===== src/rtl/instr_bus_arbiter.sv =====
// Two-master, one-slave arbiter for the req/gnt/rvalid fetch bus.
// In-order outstanding IDs are tracked in a small FIFO so each response is routed back to the master that issued it.
module instr_bus_arbiter #(
    parameter int MAX_OUTSTANDING = 2
) (
    input  logic        clk,
    input  logic        rst,

    input  logic        m0_req_i,
    input  logic [31:0] m0_addr_i,
    output logic        m0_gnt_o,
    output logic        m0_rvalid_o,
    output logic [31:0] m0_rdata_o,
    output logic [6:0]  m0_rdata_intg_o,
    output logic        m0_err_o,

    input  logic        m1_req_i,
    input  logic [31:0] m1_addr_i,
    output logic        m1_gnt_o,
    output logic        m1_rvalid_o,
    output logic [31:0] m1_rdata_o,
    output logic [6:0]  m1_rdata_intg_o,
    output logic        m1_err_o,

    output logic        s_req_o,
    output logic [31:0] s_addr_o,
    input  logic        s_gnt_i,
    input  logic        s_rvalid_i,
    input  logic [31:0] s_rdata_i,
    input  logic [6:0]  s_rdata_intg_i,
    input  logic        s_err_i,

    output logic        resp_orphan_o
);

    localparam int CNT_W = $clog2(MAX_OUTSTANDING + 1);
    localparam int PTR_W = (MAX_OUTSTANDING > 1) ? $clog2(MAX_OUTSTANDING) : 1;
    localparam logic [CNT_W-1:0] CNT_MAX  = CNT_W'(MAX_OUTSTANDING);
    localparam logic [CNT_W-1:0] CNT_ONE  = CNT_W'(1);
    localparam logic [PTR_W-1:0] PTR_LAST = PTR_W'(MAX_OUTSTANDING - 1);
    localparam logic [PTR_W-1:0] PTR_ONE  = PTR_W'(1);

    // Master IDs: 0 = m0, 1 = m1
    logic             id_fifo_q [MAX_OUTSTANDING];
    logic             id_fifo_d [MAX_OUTSTANDING];
    logic [PTR_W-1:0] wr_ptr_q, wr_ptr_d;
    logic [PTR_W-1:0] rd_ptr_q, rd_ptr_d;
    logic [CNT_W-1:0] count_q, count_d;
    logic             lock_q, lock_d;
    logic             lock_sel_q, lock_sel_d;
    logic             last_q, last_d;
    logic             orphan_q, orphan_d;

    logic full;
    logic sel;
    logic grant;
    logic pop;
    logic head;

    always_comb begin
        full = (count_q == CNT_MAX);

        if (lock_q) begin
            sel = lock_sel_q;
        end else if (m0_req_i && !m1_req_i) begin
            sel = 1'b0;
        end else if (m1_req_i && !m0_req_i) begin
            sel = 1'b1;
        end else begin
            sel = !last_q;
        end

        s_req_o  = !full && (lock_q || m0_req_i || m1_req_i);
        s_addr_o = sel ? m1_addr_i : m0_addr_i;
        grant    = s_req_o && s_gnt_i;
        m0_gnt_o = grant && !sel;
        m1_gnt_o = grant && sel;

        pop  = s_rvalid_i && (count_q != '0);
        head = id_fifo_q[rd_ptr_q];

        m0_rvalid_o     = pop && !head;
        m1_rvalid_o     = pop && head;
        m0_rdata_o      = s_rdata_i;
        m1_rdata_o      = s_rdata_i;
        m0_rdata_intg_o = s_rdata_intg_i;
        m1_rdata_intg_o = s_rdata_intg_i;
        m0_err_o        = s_err_i;
        m1_err_o        = s_err_i;
        resp_orphan_o   = orphan_q;
    end

    always_comb begin
        id_fifo_d  = id_fifo_q;
        wr_ptr_d   = wr_ptr_q;
        rd_ptr_d   = rd_ptr_q;
        count_d    = count_q;
        lock_d     = lock_q;
        lock_sel_d = lock_sel_q;
        last_d     = last_q;
        orphan_d   = orphan_q;

        // Hold the selection while the slave stalls so s_addr_o cannot change before the grant
        if (grant) begin
            lock_d = 1'b0;
        end else if (s_req_o) begin
            lock_d     = 1'b1;
            lock_sel_d = sel;
        end

        if (grant) begin
            id_fifo_d[wr_ptr_q] = sel;
            wr_ptr_d = (wr_ptr_q == PTR_LAST) ? '0 : wr_ptr_q + PTR_ONE;
            last_d   = sel;
        end

        if (pop) begin
            rd_ptr_d = (rd_ptr_q == PTR_LAST) ? '0 : rd_ptr_q + PTR_ONE;
        end

        case ({grant, pop})
            2'b10:   count_d = count_q + CNT_ONE;
            2'b01:   count_d = count_q - CNT_ONE;
            default: count_d = count_q;
        endcase

        if (s_rvalid_i && (count_q == '0)) begin
            orphan_d = 1'b1;
        end
    end

    always_ff @(posedge clk) begin
        if (rst) begin
            for (int i = 0; i < MAX_OUTSTANDING; i++) begin
                id_fifo_q[i] <= 1'b0;
            end
            wr_ptr_q   <= '0;
            rd_ptr_q   <= '0;
            count_q    <= '0;
            lock_q     <= 1'b0;
            lock_sel_q <= 1'b0;
            last_q     <= 1'b1;
            orphan_q   <= 1'b0;
        end else begin
            id_fifo_q  <= id_fifo_d;
            wr_ptr_q   <= wr_ptr_d;
            rd_ptr_q   <= rd_ptr_d;
            count_q    <= count_d;
            lock_q     <= lock_d;
            lock_sel_q <= lock_sel_d;
            last_q     <= last_d;
            orphan_q   <= orphan_d;
        end
    end

endmodule


===== config.mk =====
export PLATFORM = sky130hd
export DESIGN_NAME = instr_bus_arbiter
export DESIGN_NICKNAME = d
export VERILOG_FILES = /design/src/rtl/instr_bus_arbiter.sv
export SDC_FILE = /design/constraint.sdc
export NUM_CORES = 1
export LEC_CHECK = 0
export ABC_AREA = 1
export BUFFER_PORTS_ARGS = -buffer_cell sky130_fd_sc_hd__buf_2
export CAP_MARGIN = 20
export CORE_AREA = 2 2 87 89
export CTS_BUF_LIST = sky130_fd_sc_hd__clkbuf_4
export DETAILED_ROUTE_END_ITERATION = 8
export DIE_AREA = 0 0 89 91
export PLACE_DENSITY = 0.65
export SLEW_MARGIN = 20
export SYNTH_ARGS = -nofsm -noshare
export SYNTH_HDL_FRONTEND = slang
export SYNTH_SLANG_ARGS = --single-unit
export TNS_END_PERCENT = 30

===== constraint.sdc =====
create_clock -name clk -period 1.55 [get_ports clk]
set_clock_uncertainty 0.15 [all_clocks]
set_input_delay 0.0775 -clock clk [delete_from_list [all_inputs] [get_ports clk]]
set_output_delay 0.0775 -clock clk [all_outputs]
set_load 0.005 [all_outputs]

# Word-level counts from Yosys, hierarchy flattened

Cells that the tools add are included.

Flip-flop bits (word level): 10
Bits of input ports: 110
Output and inout bits: 118
Logic and storage cells: 59

$add $sub $neg: 4
Order comparisons: 3
Eq/ne operators: 3
Muxes and demuxes: 13
Bitwise logic cells: 3
Reduce and logical (&&, ||, !) cells: 24

Operators by type and width:

| operator              | count |
|---|---|
| $mux W32              | 1 |
| $logic_and A1 B1 Y1   | 11 |
| $mux W1               | 9 |
| $logic_not A1 Y1      | 6 |
| $eq A2 B2 Y1 const B  | 2 |
| $ge A2 B2 Y1 const B  | 2 |
| $not A1 Y2            | 2 |
| $pmux W2 S2           | 1 |
| $reduce_bool A2 Y1    | 2 |
| $add A1 B1 Y1 const B | 2 |
| $add A2 B1 Y2 const B | 1 |
| $bwmux W2             | 1 |
| $eq A2 B1 Y1 const B  | 1 |
| $logic_not A2 Y1      | 1 |
| $logic_or A1 B1 Y1    | 2 |
| $lt A2 B1 Y1 const B  | 1 |
| $reduce_and A2 Y1     | 1 |
| $reduce_or A2 Y1      | 1 |
| $sub A2 B1 Y2 const B | 1 |
| $demux W1 S1          | 1 |
| $not A1 Y1            | 1 |

# Depth between registers and ports, before layout

Gate-level depths: netlist of the first run.

Depth in word-level cells: 7
Depth in mapped cells: 9
Gate-level depth less buffers: 9

# Least setup slack after synthesis of the first run

No wires, ideal clock.

Kind: register to register
Start point: reg count_q[1]
End point: reg count_q[1]
Setup time: 0.119 ns
Arrival: 1.301 ns
Data required time: 1.281 ns
Slack: -0.021 ns
Cell stages (with the launch flop): 8
Path buffers: 0
Clock period less this slack: 1.571 ns
Cell sequence: dfxtp_1 -> o21ai_0 -> inv_1 -> ha_1 -> nor2_1 -> nand2_1 -> o21ai_0 -> a21oi_1

Elaborated cells between the ends (all ways): 12
Classes of those cells: add/sub (2); eq/ne (3); mux (1); reduce/logical (6)

RTL lines:

| item                                              | RTL line | text |
|---|---|---|
| start, declared                                   | 48       | `logic [CNT_W-1:0] count_q, count_d;` |
| start signal, assigned                            | 148      | `count_q <= count_d;` |
| $reduce_bool A2 Y1 (*)                            | 79       | `pop = s_rvalid_i && (count_q != '0);` |
| $logic_and A1 B1 Y1 (*)                           | 79       |  |
| via pop                                           | 57       | `logic pop;` |
| $eq A2 B1 Y1 or $eq A2 B2 Y1 (tied branches)      | 121      | `case ({grant, pop})` |
| $pmux W2 S2 or $reduce_bool A2 Y1 (tied branches) | n/a      |  |

The timed path passes the listed nets; every way through them passes the cells marked *.
A chain may end at the register's enable or synchronous reset.

# Final worst setup path of the first run

Start point: reg lock_q
End point: out s_addr_o[19]

Longest elaborated chain between the ends: 2

Ends and longest elaborated chain:

| item                   | RTL line | text |
|---|---|---|
| start, declared        | 49       | `logic lock_q, lock_d;` |
| start signal, assigned | 149      | `lock_q <= lock_d;` |
| $mux W1                | 63       | `if (lock_q) begin` |
| $mux W32               | 74       | `s_addr_o = sel ? m1_addr_i : m0_addr_i;` |
| end, declared          | 26       | `output logic [31:0] s_addr_o,` |

Every way passes these cells.

==> results of run 1 <==
## state kept, by name, indices dropped and copies added (netlist names)
register	count
id_fifo_q	2
last_q	1
resp_orphan_o	1
rd_ptr_q	1
wr_ptr_q	1
count_q	2
lock_sel_q	1
lock_q	1
## through the flow
step | hold slack (ns) | utilization [%] | total power, mW | cell area (µm²) | TNS (ns)
after floorplan | -0.0001166 | - | 1.143 | 1567 | 0
after global placement | 0.005051 | 22.46 | 1.368 | 1603 | 0
after detailed placement | 0.005051 | 22.46 | 1.393 | 1603 | -0.04533
after CTS | 0.005051 | 25.65 | 1.865 | 1831 | -3.970
after global routing | 0.005012 | 25.74 | 2.013 | 1837 | -5.754
final | 0.005004 | 25.74 | 1.812 | 1837 | -3.233
## layout by cell type, fill, tap and decap left out, types with 2 or more instances in the layout
cell / count
o21ai_0: 5
buf_12: 3
dfxtp_2: 3
dlygate4sd3_1: 2
buf_4: 5
clkbuf_4: 3
dfxtp_1: 7
a21oi_1: 6
nand2_2: 26
nand2_1: 84
buf_2: 105
inv_1: 10
nor2_1: 16
buf_6: 2
## logic make-up (layout without fill, tap and decap cells)
logic type      count (synthesis)  after routing
fa+ha+maj                       1              1
compound gates                 15             15
flops                          10             10
buf+inv                        98            135
simple gates                  132            132
## repair_timing
action                     4_1_cts  5_1_grt
gates resized for setup         23       12
hold buffers                     2        0
setup buffers                    4        0
cloned                           2        1
hold endpoints to repair         2        0
setup endpoints to repair       35       37
pin swaps                        6       15
## power by group
group	internal, mW	switching [mW]	total (mW)
Sequential	0.314	0.0415	0.355
Clock	0.0929	0.0902	0.183
Combinational	0.606	0.667	1.27
Total	1.01	0.799	1.81
## layer usage
| metal | GRT usage (%) | vias up | part of all wire [%] |
|---|---|---|---|
| met5 | 0 | - | 0 |
| met4 | 1.493 | 0 | 0.083 |
| met3 | 3.636 | 2 | 11 |
| met2 | 21.27 | 112 | 52 |
| met1 | 10.57 | 670 | 37 |
| li1 | - | 771 | - |
## worst max path at each step
stage                    to  slack, ns  cells after the start
2_1_floorplan    count_q[1]       0.01                      8
3_3_place_gp     count_q[1]       0.02                      8
3_5_place_dp     count_q[1]      -0.05                      7
4_1_cts        s_addr_o[29]      -0.16                      8
5_1_grt         s_addr_o[0]      -0.21                      7
6_report       s_addr_o[19]      -0.15                      7
## area by class of cell
type	instances	area (µm²)
Clock inverter	1	3.754
Timing Repair Buffer	119	705.7
Fill cell	821	5300
Clock buffer	3	22.52
Sequential cell	10	203.9
Multi-Input combinational cell	148	715.7
Tap cell	99	123.9
Inverter	12	61.31
==> results.yml, run 1 <==
global_route:
  grt_max_degree: 36
  grt_pass1_wl_mm: 6.934
  groute.usage.overall_pct: 10.71
  antenna_found_initial: 0
  grt_overflow: 0
  grt_pass1_vias: 1479
sta:
  fmax_ghz: 0.5876
  setup_slack_ns: -0.1520
  setup-violations-final: 34
  period_minus_slack_ns: 1.702
  hold_viol_final: 0
  tightest_slew_ns: 0.2660
  finalCritPeriodShare_pct: 109.8
  rsz0062_at_grt: "yes"
  maxSlewViolCount: 0
  relSlewSlack_pct: 82.08
die:
  fp.dieH_um: 91
  boundaryPins: 228
  die_x_um: 89
  start_util_pct: 21.84
  die_area_mm2: 0.008099
  placementRows: 31
  fp.coreArea_mm2: 0.007137
finish:
  drive_above_1_share_pct: 53.92
  diodes: 0
  instances_no_fill: 392
  nNetsFinal: 405
  area_growth_pct: 17.82
synthesis:
  synth_ff_type: "dfxtp_1"
  syn_area_mm2: 0.001559
  synthCells: 256
  avgSynthCellArea_um2: 6.090
  synth_area_leaders: "buf_4, nand2_1, dfxtp_1"
  async_reset_ff_share_pct: 0
  synth.largest_area_cell: "buf_4"
  synth_compound_area_share_pct: 5.056
  synth_top_area_share_pct: 39.00
  syn_nets: 367
  synth_edf_count: 0
  ys_top_cells_by_count: "nand2_1, buf_4, nor2_1, inv_1"
  yosys.area_share.adder_pct: 0.8026
  synth_top_family_by_area: "buffers and inverters"
  yosysMostFrequentCell: "nand2_1"
  ys_types: 19
  synth-simple-area-share_pct: 34.91
  yosysWarnings: 0
  synth_seq_cells: 10
  muxShareOfSynthArea_pct: 0
  synthXorXnorAreaFrac_pct: 0
  yosysSeqAreaShare_pct: 12.84
status:
  outcome: "finished, violations left"
  failed_checks: "setup timing"
drt:
  drtIter0Drc: 20
  drc: 0
  first_pass_iters: 4
  drtAntennaViolNets: 0
  viasPerCell: 3.967
  vias: 1555
  drt_wl_total_mm: 4.843
  avgRoutedWirePerCell_um: 12.35
placed_design:
  dp_slack_ns: -0.04533
  place.gp.congestion: 0.7259
  io_buffers: 107
  hpwl_mm: 3.688
  dp_cells: 381
worst_setup_path:
  critPathKind: "reg2out"
  crit_start: "lock_q"
  crit_family: "simple AND/OR/NAND/NOR gates"
  cp_num_buf_inv: 3
  worstReg2RegStart: "count_q[1]"
  crit_slowest_cell: "dfxtp_2"
  cp_max_fo: 35
  path_cells: "inv_2, or2_4, nand2_8, inv_16, nand2_1, nand2_1, buf_2"
  startpoint_type: "flop"
  arrival_ns: 1.47
  cpMostUsedCell: "nand2_1"
  r2r_end: "count_q[1]"
  worst-r2r-setup-slack_ns: 0.06
  slowest_delay_ns: 0.34
  end_kind: "primary output"
  required_ns: 1.32
  ff2ff_path_depth: 7
power_and_ir_drop:
  leakagePower_nw: 1.080
  p_per_area_mw_per_mm2: 986.3
  worst_ir_drop_vdd_mv: 0.4439
hold_path:
  hold_depth: 0
  hold_path.class: "in2out"
  min_to: "m0_rdata_o[3]"
  hp-start: "s_rdata_i[3]"
clock_tree:
  clockRootBuffer: "clkbuf_4"
  cts_buffer_depth: 2
  clkSinkCount: 10
  cts-htree-levels: 1
  cts_made_buffers: 3
  clk_latency_ns: 0.26
  tritoncts: "done"
  clk_pin_slew_ns: 0.06
flow_run:
  drv_cap: 0
Note: power is estimated with default switching activity, not from simulation.
==> inputs of run 2 (changes only) <==
--- a/config.mk
+++ b/config.mk
@@ -12,7 +12,6 @@
 export CTS_BUF_LIST = sky130_fd_sc_hd__clkbuf_4
 export DETAILED_ROUTE_END_ITERATION = 8
 export DIE_AREA = 0 0 89 91
-export PLACE_DENSITY = 0.65
 export SLEW_MARGIN = 20
 export SYNTH_ARGS = -nofsm -noshare
 export SYNTH_HDL_FRONTEND = slang
==> results.yml, run 2 (synthesized netlist as in run 1, its figures left out) <==
flow_run:
  drv_cap: 0
clock_tree:
  cts_buffer_depth: 2
  clk_pin_slew_ns: 0.06
  cts_made_buffers: 3
  clk_latency_ns: 0.27
  clkSinkCount: 10
  clockRootBuffer: "clkbuf_4"
  tritoncts: "done"
  cts-htree-levels: 1
global_route:
  grt_pass1_wl_mm: 6.913
  groute.usage.overall_pct: 11.16
  grt_overflow: 0
  grt_pass1_vias: 1306
  antenna_found_initial: 0
  grt_max_degree: 36
sta:
  fmax_ghz: 0.6030
  relSlewSlack_pct: 84.94
  maxSlewViolCount: 0
  finalCritPeriodShare_pct: 107.0
  setup-violations-final: 33
  tightest_slew_ns: 0.2257
  setup_slack_ns: -0.1083
  rsz0062_at_grt: "yes"
  hold_viol_final: 0
  period_minus_slack_ns: 1.658
die:
  placementRows: 31
  die_area_mm2: 0.008099
  fp.coreArea_mm2: 0.007137
  fp.dieH_um: 91
  boundaryPins: 228
  die_x_um: 89
  start_util_pct: 21.84
worst_setup_path:
  cp_num_buf_inv: 3
  end_kind: "primary output"
  crit_slowest_cell: "dfxtp_2"
  slowest_delay_ns: 0.33
  path_cells: "inv_2, or2_4, nand2_8, clkbuf_16, nand2_1, nand2_1, buf_2"
  crit_start: "lock_q"
  worstReg2RegStart: "count_q[0]"
  required_ns: 1.32
  cpMostUsedCell: "nand2_1"
  critPathKind: "reg2out"
  startpoint_type: "flop"
  cp_max_fo: 9
  arrival_ns: 1.43
  crit_family: "simple AND/OR/NAND/NOR gates"
placed_design:
  dp_cells: 381
  place.gp.congestion: 0.7884
  dp_slack_ns: 0.002441
  io_buffers: 107
  hpwl_mm: 3.964
status:
  failed_checks: "setup timing"
  outcome: "finished, violations left"
power_and_ir_drop:
  finalPower_mw: 1.702
  p_per_area_mw_per_mm2: 968.8
  leakagePower_nw: 1.052
  worst_ir_drop_vdd_mv: 0.5432
drt:
  viasPerCell: 3.843
  wl_met3_mm: 1.046
  wl_met2_mm: 2.202
  drt_wl_total_mm: 5.100
  topRoutingLayerUsed: "met4"
  drtIter0Drc: 31
  vias: 1495
  avgRoutedWirePerCell_um: 13.11
  drtAntennaViolNets: 0
  drc: 0
  met1_length_mm: 1.766
  first_pass_iters: 4
finish:
  final_common_cell: "buf_2"
  fin_util_pct: 24.61
  area_growth_pct: 12.68
  drive_above_1_share_pct: 50.00
  instances_no_fill: 389
  diodes: 0
  top_regs: "count_q: 2 flops, id_fifo_q: 2 flops"
  layout_common_cells: "buf_2, nand2_1, nor2_1, nand2_2, inv_1"
  nNetsFinal: 403
hold_path:
  hold_path.class: "in2out"
  hp-start: "s_rdata_i[4]"
[run 2: cell types whose count changed in the layout (fill, tap and decap cells not counted), sizes merged]
cell,change
clkinv,-1
buf,-2
[run 2: routing by layer]
metal	vias to the layer above	GRT usage (%)
met3	9	9.455
met4	0	2.985
met2	114	17.04
li1	763	-
met5	-	0
met1	609	11.48
[run 2: final timing paths]
kind	end	slack [ns]	depth (start not counted)
worst min register to register	lock_q	0.32	2
worst max-delay path	s_addr_o[27]	-0.11	7
worst max register to register	count_q[1]	0.09	7
worst min-delay path	m1_rdata_o[4]	0.005	0
[run 2: layout make-up]
type,instances,area [µm²]
multi-input cells,148,683.2
well taps,99,123.9
flip-flops and latches,10,203.9
repair buffers,117,665.6
clock buffers,3,22.52
fillers,867,5380
inverters,12,57.56
[run 2: worst register-to-register path, cell delays in order, from the launching register on]
cell and delay (ns):
dfxtp_2 0.34, o21ai_2 0.16, inv_1 0.12, ha_4 0.26, nor2_1 0.09, nand2_1 0.07
o21ai_1 0.12, a21oi_1 0.05
[run 2: where the power goes]
group	internal (mW)	switching [mW]	total (mW)	leakage [nW]
Combinational	0.546	0.624	1.17	0.955
Sequential	0.314	0.0407	0.354	0.0830
Clock	0.0898	0.0879	0.178	0.0138
Total	0.949	0.753	1.70	1.05
[run 2: metrics by stage]
| step | hold WS [ns] | area, µm² | setup TNS [ns] |
|---|---|---|---|
| floorplan | -0.0001166 | 1567 | 0 |
| finish | 0.005003 | 1757 | -2.722 |
| CTS | 0.005054 | 1694 | -2.884 |
| detailed placement | 0.005054 | 1603 | 0 |
| global placement | 0.005054 | 1603 | 0 |
| global route | 0.005012 | 1757 | -5.679 |
[run 2: repair_timing]
item | CTS | global route
endpoints found under the hold margin | 2 | 0
gates resized for setup | 8 | 9
setup endpoints to repair | 35 | 35
gates cloned | 1 | 1
hold buffers | 2 | 0
pin swaps | 0 | 7
buffers inserted | 0 | 1
==> inputs of run 3 (changes only) <==
--- a/config.mk
+++ b/config.mk
@@ -12,6 +12,7 @@
 export CTS_BUF_LIST = sky130_fd_sc_hd__clkbuf_4
 export DETAILED_ROUTE_END_ITERATION = 8
 export DIE_AREA = 0 0 89 91
+export MAX_ROUTING_LAYER = met4
 export SLEW_MARGIN = 20
 export SYNTH_ARGS = -nofsm -noshare
 export SYNTH_HDL_FRONTEND = slang
==> constraint.sdc (replaced) <==
create_clock -name clk -period 1.55 [get_ports clk]
set_clock_uncertainty 0.15 [all_clocks]
set_input_delay 0.2325 -clock clk [delete_from_list [all_inputs] [get_ports clk]]
set_output_delay 0.2325 -clock clk [all_outputs]
set_load 0.005 [all_outputs]
==> results.yml, run 3 (synthesized netlist as in run 1, its figures left out) <==
drt:
  drt_wl_total_mm: 5.936
  drtIter0Drc: 25
  drtAntennaViolNets: 0
  avgRoutedWirePerCell_um: 14.91
  vias: 1589
  first_pass_iters: 4
  viasPerCell: 3.992
  drc: 0
power_and_ir_drop:
  p_sw_uw: 922.6
  p_per_area_mw_per_mm2: 1016
  seqPwrFrac_pct: 17.7
  p_int_mw: 1.088
  swShare_pct: 45.89
  leakagePower_nw: 1.158
  p_comb_share_pct: 72.8
  clkPwrFrac_pct: 9.5
  worst_ir_drop_vdd_mv: 0.3886
placed_design:
  dp_cells: 383
  place.gp.congestion: 0.7436
  hpwl_mm: 4.101
  placedInstanceArea_mm2: 0.001630
  io_buffers: 107
sta:
  hold_viol_final: 0
  setup_slack_ns: -0.3208
  fmax_ghz: 0.5345
  setup_tns_ns: -9.812
  relSlewSlack_pct: 84.92
  period_minus_slack_ns: 1.871
  finalCritPeriodShare_pct: 120.7
  setup-violations-final: 34
  tightest_slew_ns: 0.2260
  rsz0062_at_grt: "yes"
  maxSlewViolCount: 0
hold_path:
  hold_path.class: "in2reg"
die:
  start_util_pct: 21.84
  fp.dieH_um: 91
  placementRows: 31
  boundaryPins: 228
  fp.coreArea_mm2: 0.007137
  die_area_mm2: 0.008099
  die_x_um: 89
global_route:
  grt_pass1_vias: 1409
  antenna_found_initial: 0
  grt_overflow: 0
  grt_pass1_wl_mm: 7.051
  groute.usage.overall_pct: 11.76
  grt_max_degree: 36
worst_setup_path:
  end_kind: "primary output"
  required_ns: 1.17
  worst-r2r-setup-slack_ns: 0.01
  startpoint_type: "flop"
  critPathKind: "reg2out"
  arrival_ns: 1.49
  path_cells: "inv_2, or2_4, nand2_8, inv_8, nand2_1, nand2_1, buf_2"
  crit_slowest_cell: "dfxtp_2"
  cp_max_fo: 17
  cpMostUsedCell: "nand2_1"
  slowest_delay_ns: 0.35
clock_tree:
  clk_latency_ns: 0.28
  clk_pin_slew_ns: 0.07
  clockRootBuffer: "clkbuf_4"
  clkSinkCount: 10
  cts-htree-levels: 1
  cts_made_buffers: 3
  tritoncts: "done"
  cts_buffer_depth: 2
finish:
  finalInstanceArea_mm2: 0.001978
  layout_common_cells: "buf_2, nand2_1, nand2_2, nor2_1, inv_1"
  area_growth_pct: 26.89
  final_common_cell: "buf_2"
  drive_above_1_share_pct: 58.86
  diodes: 0
  instances_no_fill: 398
  nNetsFinal: 411
  top_regs: "count_q: 2 flops, id_fifo_q: 2 flops"
status:
  failed_checks: "setup timing"
  outcome: "finished, violations left"
flow_run:
  drv_cap: 0
==> run 3: cell count changes in the layout (fill, tap and decap cells not counted), moves of 3 or more <==
| cell | previous run | this run |
|---|---|---|
| inv_8 | 0 | 3 |
| nand2_1 | 95 | 76 |
| nand2_2 | 16 | 27 |
| nand2_4 | 0 | 8 |
==> run 3: path summary, 6_finish.rpt <==
path,from,to,depth (start not counted)
setup / recovery,lock_q,s_addr_o[1],7
hold / removal,s_rvalid_i,resp_orphan_o,3
setup reg to reg,lock_q,id_fifo_q[1],9
hold reg to reg,rd_ptr_q,rd_ptr_q,1
==> run 3: worst max-delay path, delay by kind of cell, from the launching register on <==
| family | cells | cell delay, ns |
|---|---|---|
| AND/OR/NAND/NOR | 4 | 0.59 |
| flip-flops | 1 | 0.35 |
| buffers and inverters | 3 | 0.27 |
==> run 3: power by group through the flow <==
stage | Sequential, mW | Clock, mW | Combinational (mW)
after global routing | 0.366 | 0.215 | 1.64
final | 0.356 | 0.191 | 1.46
after CTS | 0.352 | 0.200 | 1.16
after global placement | 0.349 | 0 | 1.03
after detailed placement | 0.351 | 0 | 1.05
after floorplan | 0.344 | 0 | 0.799
==> run 3: what timing repair did <==
item,in CTS,in global routing
cloned,1,6
resized for setup,11,43
hold buffers,1,0
setup endpoints to repair,36,37
setup buffers,1,2
pin swaps,3,18
endpoints found under the hold margin,1,0
==> run 3: cell type report <==
| cell class | count | area (µm²) |
|---|---|---|
| clock buffer | 3 | 22.52 |
| clock inverter | 1 | 3.754 |
| fill | 847 | 5159 |
| inverter | 12 | 71.32 |
| multi-input combinational | 149 | 787.0 |
| sequential | 10 | 205.2 |
| tap | 99 | 123.9 |
| timing repair buffer | 121 | 730.7 |
| timing repair inverter | 3 | 33.78 |
==> run 3: through the flow <==
stage          total power [mW]  hold WS (ns)  util (%)  setup WS, ns
2_1_floorplan             1.143        0.1549         -       0.01276
3_3_place_gp              1.377        0.2786     22.84      -0.01798
3_5_place_dp              1.403        0.2866     22.84      -0.03697
4_1_cts                   1.710       0.08544     24.23       -0.2945
5_1_grt                   2.220       0.08927     27.72       -0.3927
6_report                  2.010       0.08436     27.72       -0.3208
==> run 3: metal layers <==
layer  vias up  wire, µm  track usage, %
met5         -         0               -
met4         0       129           4.104
met3        12      1105           9.545
met2       116      2750           18.47
met1       678      1951           10.56
li1        783         -               -
